### config.mk
export PLATFORM = sky130hd
export DESIGN_NAME = cpu_mpu_ctrl
export DESIGN_NICKNAME = d
export VERILOG_FILES = /design/src/rtl/cpu_mpu_ctrl.sv
export SDC_FILE = /design/constraint.sdc
export NUM_CORES = 1
export LEC_CHECK = 0
export ABC_AREA = 0
export ABC_CLOCK_PERIOD_IN_PS = 2400
export CELL_PAD_IN_SITES_DETAIL_PLACEMENT = 1
export CELL_PAD_IN_SITES_GLOBAL_PLACEMENT = 1
export CORE_ASPECT_RATIO = 2
export CORE_MARGIN = 2
export CORE_UTILIZATION = 35
export CTS_CLUSTER_DIAMETER = 80
export DETAILED_ROUTE_END_ITERATION = 16
export PLACE_DENSITY = 0.84
export SLEW_MARGIN = 20
export SYNTH_ARGS = -nofsm -noshare
export SYNTH_HDL_FRONTEND = slang
export SYNTH_SLANG_ARGS = --single-unit
### constraint.sdc
create_clock -name clock -period 2.4 [get_ports clock]
set_input_delay 0.24 -clock clock [delete_from_list [all_inputs] [get_ports clock]]
set_output_delay 0.24 -clock clock [all_outputs]
set_load 0.03 [all_outputs]
### src/rtl/cpu_mpu_ctrl.sv
// rtl/cpu_mpu_ctrl.sv - data MPU region CSRs, fault capture and clear-all sequencer (optional lock: CPU_MPU_LOCK_EN)
module cpu_mpu_ctrl (
    input  logic        clock,
    input  logic        reset,
    input  logic        supervisor,
    input  logic        csr_write,
    input  logic [3:0]  csr_addr,
    input  logic [31:0] csr_wdata,
    output logic [31:0] csr_rdata,
    input  logic        cpud_request,
    input  logic        cpud_write,
    input  logic [31:0] cpud_addr,
    input  logic        access_deny,
    input  logic        fault_ack,
    output logic        fault_irq,
    output logic        busy,
    output logic [31:0] csr_dmpu0,
    output logic [31:0] csr_dmpu1,
    output logic [31:0] csr_dmpu2,
    output logic [31:0] csr_dmpu3,
    output logic [31:0] csr_dmpu4,
    output logic [31:0] csr_dmpu5,
    output logic [31:0] csr_dmpu6,
    output logic [31:0] csr_dmpu7
);

    typedef enum logic {IDLE, CLEAR} state_t;

    state_t      state;
    state_t      state_next;
    logic [2:0]  clr_idx;
    logic [31:0] region [8];
    logic [7:0]  locked;
    logic [31:0] wdata_store;

    logic        req_q;
    logic        wr_q;
    logic [31:0] addr_q;

    logic [31:0] fault_addr;
    logic        f_valid;
    logic        f_write;
    logic        f_ovf;
    logic [7:0]  deny_cnt;

    logic        accept;
    logic        ctrl_wr;
    logic        start_clear;
    logic        zero_cnt;
    logic        qdeny;

    assign busy        = (state == CLEAR);
    assign accept      = csr_write & supervisor & ~busy;
    assign ctrl_wr     = accept && (csr_addr == 4'd10);
    assign start_clear = ctrl_wr & csr_wdata[0];
    assign zero_cnt    = ctrl_wr & csr_wdata[2];
    assign qdeny       = req_q & access_deny;
    assign fault_irq   = f_valid;

`ifdef CPU_MPU_LOCK_EN
    for (genvar g = 0; g < 8; g++) begin : g_lock
        assign locked[g] = region[g][11];
    end
    assign wdata_store = csr_wdata;
`else
    assign locked      = '0;
    assign wdata_store = csr_wdata & ~32'h0000_0800;
`endif

    always_ff @(posedge clock) begin
        if (!reset) state <= IDLE;
        else        state <= state_next;
    end

    always_comb begin
        state_next = state;
        case (state)
            IDLE:    if (start_clear) state_next = CLEAR;
            CLEAR:   if (clr_idx == 3'd7) state_next = IDLE;
            default: state_next = IDLE;
        endcase
    end

    always_ff @(posedge clock) begin
        if (!reset)           clr_idx <= '0;
        else if (start_clear) clr_idx <= '0;
        else if (busy)        clr_idx <= clr_idx + 3'd1;
    end

    // Clear and CSR writes never collide: writes are refused while busy.
    always_ff @(posedge clock) begin
        for (int i = 0; i < 8; i++) begin
            if (!reset)
                region[i] <= '0;
            else if (busy && clr_idx == 3'(i) && !locked[i])
                region[i] <= '0;
            else if (accept && csr_addr == 4'(i) && !locked[i])
                region[i] <= wdata_store;
        end
    end

    always_ff @(posedge clock) begin
        if (!reset) begin
            req_q  <= 1'b0;
            wr_q   <= 1'b0;
            addr_q <= '0;
        end else begin
            req_q  <= cpud_request;
            wr_q   <= cpud_write;
            addr_q <= cpud_addr;
        end
    end

    // A deny coinciding with an ack is treated as a fresh first fault.
    always_ff @(posedge clock) begin
        if (!reset) begin
            fault_addr <= '0;
            f_valid    <= 1'b0;
            f_write    <= 1'b0;
            f_ovf      <= 1'b0;
        end else if (qdeny) begin
            if (!f_valid || fault_ack) begin
                fault_addr <= addr_q;
                f_write    <= wr_q;
                f_valid    <= 1'b1;
                f_ovf      <= 1'b0;
            end else begin
                f_ovf      <= 1'b1;
            end
        end else if (fault_ack) begin
            f_valid <= 1'b0;
            f_ovf   <= 1'b0;
        end
    end

    always_ff @(posedge clock) begin
        if (!reset)                          deny_cnt <= '0;
        else if (zero_cnt)                   deny_cnt <= '0;
        else if (qdeny && deny_cnt != 8'hFF) deny_cnt <= deny_cnt + 8'd1;
    end

    always_comb begin
        csr_rdata = '0;
        case (csr_addr)
            4'd0:    csr_rdata = region[0];
            4'd1:    csr_rdata = region[1];
            4'd2:    csr_rdata = region[2];
            4'd3:    csr_rdata = region[3];
            4'd4:    csr_rdata = region[4];
            4'd5:    csr_rdata = region[5];
            4'd6:    csr_rdata = region[6];
            4'd7:    csr_rdata = region[7];
            4'd8:    csr_rdata = fault_addr;
            4'd9:    csr_rdata = {16'h0000, deny_cnt, 5'b00000, f_ovf, f_write, f_valid};
            4'd10:   csr_rdata = {31'h0, busy};
            default: csr_rdata = '0;
        endcase
    end

    assign csr_dmpu0 = region[0];
    assign csr_dmpu1 = region[1];
    assign csr_dmpu2 = region[2];
    assign csr_dmpu3 = region[3];
    assign csr_dmpu4 = region[4];
    assign csr_dmpu5 = region[5];
    assign csr_dmpu6 = region[6];
    assign csr_dmpu7 = region[7];

endmodule

* Word-level counts from Yosys, hierarchy flattened *
Memories as Yosys holds them, arrays and structs flattened.
Cells that the tools add are included.

word-level totals
  bits in writable memories = 248
  memories = 1
  bits of input ports = 76
  logic and storage cells = 164
  bits in registers = 81

memories
  memory  words  bits a word  read ports  clocked after Yosys merged registers in  write ports  RTL line  RTL
  region  8      31           8           0                                        8            32        logic [31:0] region [8];

operators by class
  reduce and logical (&&, ||, !) cells = 27
  add/subtract/negate cells = 2
  equality and inequality tests = 19
  muxes and demuxes = 82
  bitwise operators = 23

operators by type and width
  kind                                                                   count
  31-bit two-way mux                                                     16
  32-bit case mux with 11 select lines                                   1
  1-bit two-way mux                                                      64
  1-bit logical AND                                                      18
  4-bit by 3-bit equality test with 1-bit output, second input constant  4
  1-bit bitwise OR                                                       16
  3-bit equality test, second input constant                             4
  4-bit equality test, second input constant                             3
  8-bit by 1-bit adder with 8-bit output, second input constant          1
  4-bit by 2-bit equality test with 1-bit output, second input constant  2
  8-bit != test, second input constant                                   1
  3-bit by 2-bit equality test with 1-bit output, second input constant  2
  1-bit bitwise AND                                                      5
  4-bit by 1-bit equality test with 1-bit output, second input constant  1
  4-bit zero test                                                        1
  2-bit AND reduction                                                    2
  2-bit OR reduction                                                     2
  3-bit by 1-bit adder with 3-bit output, second input constant          1
  3-bit by 1-bit equality test with 1-bit output, second input constant  1
  3-bit zero test                                                        1
  2-bit by 1-bit != test with 1-bit output, second input constant        1
  1-bit NOT                                                              2
  1-bit case mux with 2 select lines                                     1
  2-bit nonzero test                                                     1
  2 further kinds                                                        2

* Logic depth before layout (Yosys ltp) *
  word-level depth = 8
  depth in mapped cells = 7

* Worst setup path before layout *
OpenSTA, ideal clock, no wires.

  kind = register to register
  from = register state (netlist: busy)
  to = memory region[1][31] (netlist bit) (enable)
  stages on the path, launching flop included = 8
  period minus slack after synthesis = 2.658 ns
  data required time = 1.848 ns
  arrival = 2.106 ns
  path slack = -0.258 ns
  cell sequence = dfxtp_1 > and3b_1 > buf_2 > and2_1 > buf_6 > clkbuf_1 > nand2_1 > nand3_1

RTL lines
  what                    RTL line  RTL
  start, declared         29        state_t state;
  start signal, assigned  72        else state <= state_next;
  end, declared           32

* Worst setup path after layout *
  from = input csr_addr[3]
  to = output csr_rdata[30]

between the ends
  longest elaborated chain between the ends = 2
  elaborated cells on any way between the ends = 12

RTL lines
  what                                         RTL line  RTL
  start, declared                              7         input logic [3:0] csr_addr,
  4-bit equality test (tied with other cells)  144       case (csr_addr)
  32-bit case mux with 11 select lines (*)     144
  end, declared                                9         output logic [31:0] csr_rdata,

Mark *: on every way between the ends. The rest lies on a longest branch, timed or not.

==> reports/summary.txt <==
status: completed
CTS root buf: clkbuf_16
vias per inst: 5.74
PortBufs: 356
RSZ-0062 raised after global routing: yes
share of the synthesized area in the top cell type: 0.518
leakage power: 8.40 nW
pwr dens: 668 nW/um2
initial DRC count: 1151
CP bufs+invs: 5
Rows: 105
Worst path most repeated cell: buf_4
die width: 147 um
worst slew pin tran: 0.599 ns
Layout area overhead: 41.4%
Core Region: 40700 um2
final hold viol count: 0
vias in the first global route: 12700
Top FF cell, synth: edfxtp_1
min Tclk post-route: 2.33 ns
die area: 42800 um2
Post CTS Setup Buffer Count: 0
area of the mapped netlist: 14400 um2
drt drc: 0
GRT Util Overall: 0.271
Detail Route Antenna Nets: 0
hold_buf cts: 0
Initial Util: 0.353
WP data required: 2.16 ns
total CTS buffers: 31
final setup fails: 0
H-Tree Depth: 1
crit start category: input pin
largest net degree at the start of global routing: 140
synth top area cells: edfxtp_1, dfxtp_1, and3_1, nand2_1, a22o_1
CP endpoint kind: output port
Final Max Tran Viols: 0
syn_area_per_cell: 12.5 um2
global-route wire length before repair: 86.5 mm
cells after synthesis: 1148
IO Pins: 366
worst-path maximum fanout: 11
register area share after synthesis: 0.631
most frequent cells in the layout: clkdlybuf4s50_1, and3_1, edfxtp_1
Die H: 291 um
Total Wirelength: 59.7 mm
DP HPWL: 42.7 mm
critical-path cell list: dlygate4sd2_1 > buf_6 > buf_4 > nor2b_4 > and2_2 > buf_4 > a222oi_1 > o211ai_1 > buf_4
Largest delay share family, worst path: buffers and inverters
post-synth top area cell: edfxtp_1
Final period util: 0.972
Worst-path clk slew: 0.06 ns
maxcap violations: 0
initial antenna violation count: 1
EDFF count, synth: 248
clock sinks: 329
Tightest Hold Check Type: in -> reg
synth warn: 0
slowest stage delay, CP: 0.38 ns
Worst-Skew Late Latency: 0.59 ns
routed len/inst: 28.3 um
Cell variety after synth: 55
drt pass-1 iters: 5
Setup CP Type: in -> out
Hold Worst Slack: 0.0598 ns
Seq cells post-synth: 329
Core Util, Final: 0.499
CP max-delay cell: a222oi_1
commonest non-fill, non-tap cell in the layout: clkdlybuf4s50_1
total chip power: 0.0136 W
maximum clock path buffer count: 3
Nets: 1632
CTS tree: yes
share of cells above drive strength 1: 0.155
clock skew: 0.0267 ns
Arrival @ worst endpoint: 2.09 ns
Async S/R FF share, synth: 0
Worst slew margin: 0.599
total gr overflow: 0
maximum clock rate: 0.429 GHz
Peak VDD IR: 605 uV
Via Count: 12100
Placer Congestion: 0.943
final instance area: 20300 um2
Post-DP Area: 19300 um2
flip-flops by register name, indices dropped and copies added (netlist names):
name / count
addr_q: 32
busy: 1
clr_idx: 3
deny_cnt: 8
f_ovf: 1
f_write: 1
fault_addr: 32
fault_irq: 1
region: 248
req_q: 1
wr_q: 1
tightest hold or removal path: stages:
cell	delay, ns
buf_2	0.17
nand2_1	0.14
nor2_1	0.06
final timing paths:
path | startpoint | end | slack (ns) | cells past startpoint
worst max-delay path | csr_addr[3] | csr_rdata[30] | 0.07 | 9
worst min-delay path | reset | clr_idx[0] | 0.06 | 3
worst max register to register | deny_cnt[0] | deny_cnt[1] | 0.62 | 5
worst min register to register | addr_q[12] | fault_addr[12] | 0.43 | 2
report_power, final:
part / internal, W / switching [W]
logic: 0.000698 / 0.00110
registers: 0.00632 / 0.000181
clock network: 0.00302 / 0.00226
total: 0.0100 / 0.00354
area by class of cell:
| type | instances | area [um2] |
|---|---|---|
| Antenna cell | 1 | 2.50 |
| Tap cell | 535 | 669 |
| Sequential cell | 329 | 9070 |
| Fill cell | 4238 | 20400 |
| Clock inverter | 22 | 268 |
| Inverter | 4 | 15.0 |
| Timing Repair Buffer | 479 | 4850 |
| Clock buffer | 36 | 795 |
| Multi-Input combinational cell | 704 | 4660 |
metal layers:
layer  wire [um]  track usage
met1       20300        0.307
met2       28600        0.456
met3        7000       0.0841
met4        3710        0.144
met5          29            0
per-stage QoR:
step / std cells / worst slack (ns) / TNS, ns
after floorplan: 1155 / 0.0217 / 0
after global placement: 2051 / -0.172 / -16.41
after detailed placement: 2051 / -0.255 / -23.52
after CTS: 2109 / 0.00201 / 0
after global routing: 2109 / -0.0457 / -0.0457
final: 2110 / 0.0672 / 0
what timing repair did:
action                     in CTS  in global routing
pin swaps                       1                  1
resized for setup               6                  3
setup endpoints to repair      30                 11
kinds of logic (layout without fill, tap and decap cells):
logic type	after synthesis	in the layout	share of synthesized area
flops	329	329	0.631
fa+ha+maj	7	7	0.00609
buf+inv	122	541	0.0492
xor+xnor	3	3	0.00183
other cells	1	9	0.000261
simple gates	488	488	0.198
compound gates	180	180	0.101
mux	18	18	0.0126
synth_stat cells (2+ instances only):
| cell type | count |
|---|---|
| ha_1 | 7 |
| nor2b_1 | 8 |
| and3_1 | 251 |
| a21oi_1 | 50 |
| nor4b_4 | 3 |
| nand3_1 | 24 |
| buf_4 | 21 |
| xor2_1 | 2 |
| a221oi_1 | 19 |
| nor4bb_1 | 2 |
| a22oi_1 | 18 |
| a22o_1 | 43 |
| clkbuf_2 | 3 |
| o211ai_1 | 5 |
| a2bb2oi_1 | 2 |
| a221oi_2 | 13 |
| nor3_1 | 10 |
| dfxtp_1 | 81 |
| a222oi_1 | 12 |
| buf_6 | 15 |
| edfxtp_1 | 248 |
| inv_1 | 3 |
| nor2_1 | 15 |
| a211oi_1 | 4 |
| a32oi_1 | 3 |
| nand2b_1 | 3 |
| nand2_1 | 103 |
| and2_1 | 41 |
| and4bb_1 | 2 |
| mux2i_1 | 17 |
| a32o_1 | 2 |
| clkbuf_1 | 36 |
| a221o_1 | 5 |
| nand4_1 | 14 |
| buf_2 | 43 |
Note: power is estimated with default switching activity, not from simulation.
